--- src/rtl/divider_256bits_version13.sv ---
// -----------------------------------------------------------------------------
// divider_256bits_version13
//
// Unsigned restoring divider: a 2*WIDTH-bit dividend divided by a WIDTH-bit
// divisor, one quotient bit per clock, with a valid/ready handshake on both
// the operand and the result side.
//
// Optional feature (macro DIVIDER_FAST_EXCEPTION_EN):
//   defined   - divide-by-zero and overflow operations skip the iteration phase
//               and present their result one edge after acceptance.
//   undefined - exception operations take the same WIDTH-cycle path as normal
//               operands (default build).
//
// Ports:
//   clk        rising-edge clock
//   rst        synchronous active-high reset
//   dividend   [2*WIDTH-1:0] numerator
//   divisor    [WIDTH-1:0]   denominator
//   in_valid   operands valid
//   in_ready   block can accept operands (IDLE only)
//   quotient   [WIDTH-1:0] result quotient (all ones on exception)
//   remainder  [WIDTH-1:0] result remainder (low dividend half on exception)
//   div_zero   divisor was zero
//   overflow   quotient does not fit in WIDTH bits
//   out_valid  result valid (DONE only)
//   out_ready  consumer accepts result
// -----------------------------------------------------------------------------
module divider_256bits_version13 #(
  parameter int WIDTH = 256
) (
  input  logic                 clk,
  input  logic                 rst,
  input  logic [2*WIDTH-1:0]   dividend,
  input  logic [WIDTH-1:0]     divisor,
  input  logic                 in_valid,
  output logic                 in_ready,
  output logic [WIDTH-1:0]     quotient,
  output logic [WIDTH-1:0]     remainder,
  output logic                 div_zero,
  output logic                 overflow,
  output logic                 out_valid,
  input  logic                 out_ready
);

  localparam int CW = $clog2(WIDTH + 1);

  localparam logic [1:0] IDLE = 2'd0;
  localparam logic [1:0] RUN  = 2'd1;
  localparam logic [1:0] DONE = 2'd2;

  logic [1:0]       state_reg;
  logic [CW-1:0]    cnt_reg;
  // Partial remainder, one bit wider than the divisor so the shifted value
  // never loses its MSB before the compare.
  logic [WIDTH:0]   prem_reg;
  // Low dividend half shifts out of the top while quotient bits shift in at
  // the bottom; after WIDTH steps it holds the full quotient.
  logic [WIDTH-1:0] dq_reg;
  logic [WIDTH-1:0] divisor_reg;
  logic             div_zero_reg;
  logic             overflow_reg;
  logic [WIDTH-1:0] quotient_reg;
  logic [WIDTH-1:0] remainder_reg;

  logic             accept;
  logic             exc_in_zero;
  logic             exc_in_ovf;
  logic             exc_reg;
  logic             last_step;
  logic [WIDTH:0]   shifted;
  logic [WIDTH+1:0] trial;
  logic             ge;
  logic [WIDTH:0]   prem_next;
  logic [WIDTH-1:0] dq_next;

  assign accept      = in_valid && (state_reg == IDLE);
  assign exc_in_zero = (divisor == '0);
  assign exc_in_ovf  = !exc_in_zero && (dividend[2*WIDTH-1:WIDTH] >= divisor);
  assign exc_reg     = div_zero_reg || overflow_reg;
  assign last_step   = (cnt_reg == CW'(1));

  // One restoring step: shift in the next dividend bit, subtract on a
  // nonnegative trial difference (sign is the extra top bit of trial).
  assign shifted   = {prem_reg[WIDTH-1:0], dq_reg[WIDTH-1]};
  assign trial     = {1'b0, shifted} - {2'b00, divisor_reg};
  assign ge        = !trial[WIDTH+1];
  assign prem_next = ge ? trial[WIDTH:0] : shifted;
  assign dq_next   = {dq_reg[WIDTH-2:0], ge};

  always_ff @(posedge clk) begin
    if (rst) begin
      state_reg     <= IDLE;
      cnt_reg       <= '0;
      prem_reg      <= '0;
      dq_reg        <= '0;
      divisor_reg   <= '0;
      div_zero_reg  <= 1'b0;
      overflow_reg  <= 1'b0;
      quotient_reg  <= '0;
      remainder_reg <= '0;
    end else begin
      case (state_reg)
        IDLE: begin
          if (accept) begin
            // High half is below the divisor for every non-exception
            // operand, so it is a valid starting partial remainder.
            prem_reg     <= {1'b0, dividend[2*WIDTH-1:WIDTH]};
            dq_reg       <= dividend[WIDTH-1:0];
            divisor_reg  <= divisor;
            div_zero_reg <= exc_in_zero;
            overflow_reg <= exc_in_ovf;
            cnt_reg      <= CW'(WIDTH);
`ifdef DIVIDER_FAST_EXCEPTION_EN
            if (exc_in_zero || exc_in_ovf) begin
              quotient_reg  <= '1;
              remainder_reg <= dividend[WIDTH-1:0];
              state_reg     <= DONE;
            end else begin
              state_reg <= RUN;
            end
`else
            state_reg <= RUN;
`endif
          end
        end
        RUN: begin
          cnt_reg <= cnt_reg - CW'(1);
          // Exception operations just count down; dq_reg keeps the low
          // dividend half so it can be returned as the remainder.
          if (!exc_reg) begin
            prem_reg <= prem_next;
            dq_reg   <= dq_next;
          end
          if (last_step) begin
            state_reg     <= DONE;
            quotient_reg  <= exc_reg ? {WIDTH{1'b1}} : dq_next;
            remainder_reg <= exc_reg ? dq_reg : prem_next[WIDTH-1:0];
          end
        end
        DONE: begin
          if (out_ready) begin
            state_reg <= IDLE;
          end
        end
        default: state_reg <= IDLE;
      endcase
    end
  end

  assign in_ready  = (state_reg == IDLE);
  assign out_valid = (state_reg == DONE);
  assign quotient  = quotient_reg;
  assign remainder = remainder_reg;
  assign div_zero  = div_zero_reg;
  assign overflow  = overflow_reg;

endmodule

--- config.mk ---
export PLATFORM = sky130hd
export DESIGN_NAME = divider_256bits_version13
export DESIGN_NICKNAME = d
export VERILOG_FILES = /design/src/rtl/divider_256bits_version13.sv
export SDC_FILE = /design/constraint.sdc
export NUM_CORES = 2
export LEC_CHECK = 0
export CAP_MARGIN = 20
export CELL_PAD_IN_SITES_DETAIL_PLACEMENT = 1
export CELL_PAD_IN_SITES_GLOBAL_PLACEMENT = 2
export CORE_UTILIZATION = 28
export CTS_CLUSTER_SIZE = 40
export DETAILED_ROUTE_END_ITERATION = 7
export PLACE_DENSITY = 0.87
export SYNTH_ARGS = -nofsm -noshare
export SYNTH_HDL_FRONTEND = slang
export SYNTH_SLANG_ARGS = --single-unit
--- constraint.sdc ---
create_clock -name clk -period 4.1 [get_ports clk]
set_input_delay 0.82 -clock clk [delete_from_list [all_inputs] [get_ports clk]]
set_output_delay 0.82 -clock clk [all_outputs]
set_load 0.05 [all_outputs]
# After elaboration in Yosys (flattened, before gate mapping)
# Cells that the tools add are included.
[op_classes]
reduce_logical = 13
add_sub_neg = 2
muxes = 15
order_cmp = 1
eq_ne = 7
[op_table]
columns = ["op", "n"]
rows = [
  ["$mux W256", 7],
  ["$pmux W256 S2", 2],
  ["$sub A257 B256 Y258", 1],
  ["$ge A256 B256 Y1", 1],
  ["$logic_not A256 Y1", 1],
  ["$pmux W9 S2", 1],
  ["$eq A9 B1 Y1 const B", 1],
  ["$mux W9", 1],
  ["$sub A9 B1 Y9 const B", 1],
  ["$mux W2", 3],
  ["$pmux W2 S3", 1],
  ["$reduce_and A2 Y1", 3],
  ["$reduce_and A3 Y1", 2],
  ["$ne A2 B1 Y1 const B", 2],
  ["$ne A2 B2 Y1 const B", 2],
  ["$eq A2 B1 Y1 const B", 1],
  ["$eq A2 B2 Y1 const B", 1],
  ["$logic_and A1 B1 Y1", 2],
  ["$logic_not A1 Y1", 2],
  ["$logic_not A2 Y1", 1],
  ["$reduce_bool A2 Y1", 1],
  ["$logic_or A1 B1 Y1", 1],
]
[word_totals]
in_bits = 772
elab_cells = 47
ff_bits = 1293

# Logic depth before layout (Yosys ltp)
[depth]
ltp_word = 4
mapped_depth = 21

# Worst setup path after synthesis
# Ideal clock, no wire load.
[synth_path]
path_type = "flip-flop to flip-flop"
startpoint = "register dq_reg[255]"
endpoint = "register remainder_reg[166], in the netlist remainder[166]"
path_stages_with_launch = 20
t_arrival_ns = 4.170
path_slack_ns = -0.141
period_less_slack_ns = 4.241
required_ns = 4.030
path_cell_list = "dfxtp_1 inv_1 ha_1 fa_1 and2b_1 o2111ai_1 a211oi_2 o21ai_1 a2111oi_0 o31ai_1 a2111oi_2 nor2_1 o21ai_0 a21oi_1 o21ai_0 a21oi_1 xnor2_1 a211oi_1 o21ai_0 a21oi_1"
[synth_via]
elab_chain_len = 3
[synth_lines]
columns = ["element", "line", "rtl"]
rows = [
  ["from (decl)", "58", "logic [WIDTH-1:0] dq_reg;"],
  ["from (signal assigned)", "108", "dq_reg <= dividend[WIDTH-1:0];"],
  ["from (signal assigned)", "132", "dq_reg <= dq_next;"],
  ["$sub A257 B256 Y258", "85", "assign trial = {1'b0, shifted} - {2'b00, divisor_reg};"],
  ["$mux W256", "87", "assign prem_next = ge ? trial[WIDTH:0] : shifted;"],
  ["$mux W256", "137", "remainder_reg <= exc_reg ? dq_reg : prem_next[WIDTH-1:0];"],
  ["to (signal assigned)", "137", ""],
  ["to (decl)", "63", "logic [WIDTH-1:0] remainder_reg;"],
]
# Every way passes these cells.
# A chain may end at the register's enable or synchronous reset.

# Worst setup path in the final report
[layout_path]
startpoint = "register dq_reg[255]"
endpoint = "register remainder_reg[130], in the netlist remainder[130]"
# Same word-level chain as after synthesis.

==> qor.yml <==
die:
  die_area_um2: 291000
  pin_count: 1288
  row_count: 196
  die_y_um: 540
  initial_core_util_pct: 28.3
  fp.coreArea_um2: 286000
  die_x_um: 540
sta:
  fin_crit_ns: 5.07
  fin_ws_ns: -0.970
  tns_ns: -395.35
  slew-limit-headroom_pct: 26.7
  fmax_ghz: 0.197
  setup_violations: 515
  worstMarginPinSlew_ns: 1.10
  post-route-period-util_pct: 124
  hold_violations: 0
  drv_slew: 0
  rsz0062_at_grt: "yes"
  skew_ns: 0.0561
  worst_hold_slack_ns: 0.322
global_routing:
  grt_max_degree: 163
  antenna_found_initial: 76
  grt_pass1_vias: 100669
  grt_pass1_wl_mm: 668
  grt_overflow_total: 0
  grt_usage_pct: 30.3
yosys:
  ys_top_cells_by_area: "dfxtp_1 32%, a21oi_1 9.4%, nand2_1 8.3%"
  avgSynthCellArea_um2: 6.98
  ys_seq_area_share_pct: 32.0
  synth_ff_type: "dfxtp_1"
  async_reset_ff_share_pct: 0
  yosysWarnings: 0
  synth_top_area_share_pct: 32.0
  netlist_area_um2: 80900
  ys_seq_elements: 1293
  syn-num-nets: 12885
  synth_edf_count: 0
  synth_cells: 11598
  synth_cell_types: 86
  synth.largest_area_cell: "dfxtp_1"
clock_network:
  cts_htree_levels: 4
  cts.sinks: 1293
  clockBufferDepth: 4
  cts_tree: "built"
  cts_buffers: 163
  clockRootBuffer: "clkbuf_16"
  holdBufCountCts: 0
  clk_pin_slew_worst_paths_ns: 0.06
  clk_latency_ns: 0.87
critical_path:
  critPathMaxFanout: 8
  reg2reg_slack_ns: -0.97
  path_class: "reg -> reg"
  cp_data_required_time_ns: 4.79
  reg2reg_to: "remainder[130]$_SDFFE_PP0P_"
  cp-start-kind: "flop"
  arrival_ns: 5.76
  crit_path_end_kind: "flop"
  r2r_start: "dq_reg[255]$_SDFFE_PP0P_"
  rr_worst_depth: 25
drt:
  drc: 0
  num_vias: 99108
  drt-total-wl_mm: 469
  viasPerCell: 5.36
  firstDrtPassIters: 5
  postRouteAntennaNets: 0
  wl_per_cell_um: 25.4
  drt_iter0_markers: 6257
final_layout:
  area_delta_synth_final_pct: 53.2
  layout-drive-gt1-share_pct: 21.6
  fin_nets: 15854
  layout_common_cells: "2129 x buf_4, 1737 x nand2_1, 1550 x nor2_1"
  fillerInstances: 35060
  finalNonFillerCells: 18503
  final_common_cell: "buf_4"
hold_path:
  min-delay-start: "dividend[256]"
  whs_path_depth: 3
  hold_class: "in -> reg"
  holdPathEnd: "prem_reg[0]$_SDFFE_PP0P_"
placed_design:
  dpl_worst_slack_ns: -3.08
  place_hpwl_mm: 368
  dp.cells: 18045
  place_congestion: 0.970
  portBuffers: 1287
status:
  outcome: "finished with violations"
  failed_checks: "setup timing"
job:
  drv_cap: 0
pwr:
  leakage_nw: 51.8
  total_power_mw: 66.2
  p_per_area_nw_per_um2: 534
  peakVddDrop_mv: 0.378
-- cell usage after synthesis, drive strengths merged, types with 32 or more instances --
master and n:
a211oi 250, a21boi 32, a21oi 1526, nor3 617, ha 514, nor4 107
inv 615, a31oi 47, nor2b 58, nand3 62, clkbuf 701, nor2 1579
dfxtp 1293, xnor2 154, nand4 238, o21bai 108, buf 107, nand2b 53
a21o 138, xor2 94, a311oi 263, o211ai 62, mux2i 59, nand2 1787
o21ai 765, or3 39, o21a 47
-- layout make-up --
cell class / count / area (um2) / share of cell area [%]
sequential: 1293 / 25900 / 20.9
tap: 3762 / 4710 / 3.80
clock buffer: 242 / 4850 / 3.91
multi-input combinational: 8882 / 53200 / 42.9
antenna: 53 / 133 / 0.107
clock inverter: 44 / 539 / 0.435
timing repair buffer: 3612 / 32400 / 26.1
inverter: 615 / 2310 / 1.87
-- how the worst max path moves through the flow --
stage / endpoint / slack, ns / cells after the start / startpoint
6_report: remainder[130]$_SDFFE_PP0P_ / -0.97 / 25 / dq_reg[255]$_SDFFE_PP0P_
5_1_grt: remainder[130]$_SDFFE_PP0P_ / -1.11 / 25 / dq_reg[255]$_SDFFE_PP0P_
4_1_cts: remainder[152]$_SDFFE_PP0P_ / -1.01 / 22 / dq_reg[255]$_SDFFE_PP0P_
3_5_place_dp: overflow$_SDFFE_PP0P_ / -3.08 / 24 / divisor[5]
3_3_place_gp: overflow$_SDFFE_PP0P_ / -3.06 / 24 / divisor[5]
2_1_floorplan: remainder[152]$_SDFFE_PP0P_ / 0.005 / 19 / dq_reg[255]$_SDFFE_PP0P_
-- routing by layer --
metal	part of all wire, %	up-vias	routed length [um]	global-route usage [%]
li1	-	46533	-	-
met1	43	48899	200000	38.0
met5	0.024	-	114	0
met4	4.3	18	20000	11.7
met3	6.4	730	30000	5.80
met2	47	2928	220000	50.8
-- stage by stage --
stage	utilization, %	cell area (um2)
6_report	43.3	124000
4_1_cts	42.0	120000
3_5_place_dp	39.5	113000
2_1_floorplan	-	80900
3_3_place_gp	39.5	113000
5_1_grt	43.3	124000
-- worst max-delay path: stages (launching register included) --
cell       delay, ns
dfxtp_2         0.36
inv_2           0.06
ha_4            0.16
buf_6           0.12
nor2b_4         0.11
o2111a_2        0.25
o2111ai_2       0.16
buf_4           0.19
a21o_1          0.19
a311oi_4        0.45
o21ai_4         0.18
a21boi_4        0.34
a21oi_2         0.12
buf_12          0.16
o21ai_4         0.12
buf_6           0.14
o21ai_4         0.07
o311ai_4        0.33
buf_12          0.22
buf_16          0.17
buf_16          0.17
mux2i_1         0.27
buf_4           0.18
a211oi_1        0.07
a21oi_1         0.17
nor2_1          0.09
-- kinds of logic after synthesis --
kind of cell	count (synthesis)	share of synthesized area, %
xor+xnor	248	2.68
compound gates	3419	25.3
mux	63	0.786
buf+inv	1423	6.72
fa+ha+maj	515	7.97
simple gates	4637	24.5
flops	1293	32.0
-- power by group --
group          switching [mW]  leakage, nW  internal, mW
Sequential              0.949         10.6          13.6
Clock                    6.21         2.64          8.71
Combinational            20.9         38.5          15.9
Total                    28.0         51.8          38.2
-- timing repair --
action	4_1_cts	5_1_grt
setup buffers	26	86
gates resized for setup	281	716
pin swaps	68	256
cloned	14	11
endpoints found under the setup margin	515	515
Note: power is estimated with default switching activity, not from simulation.
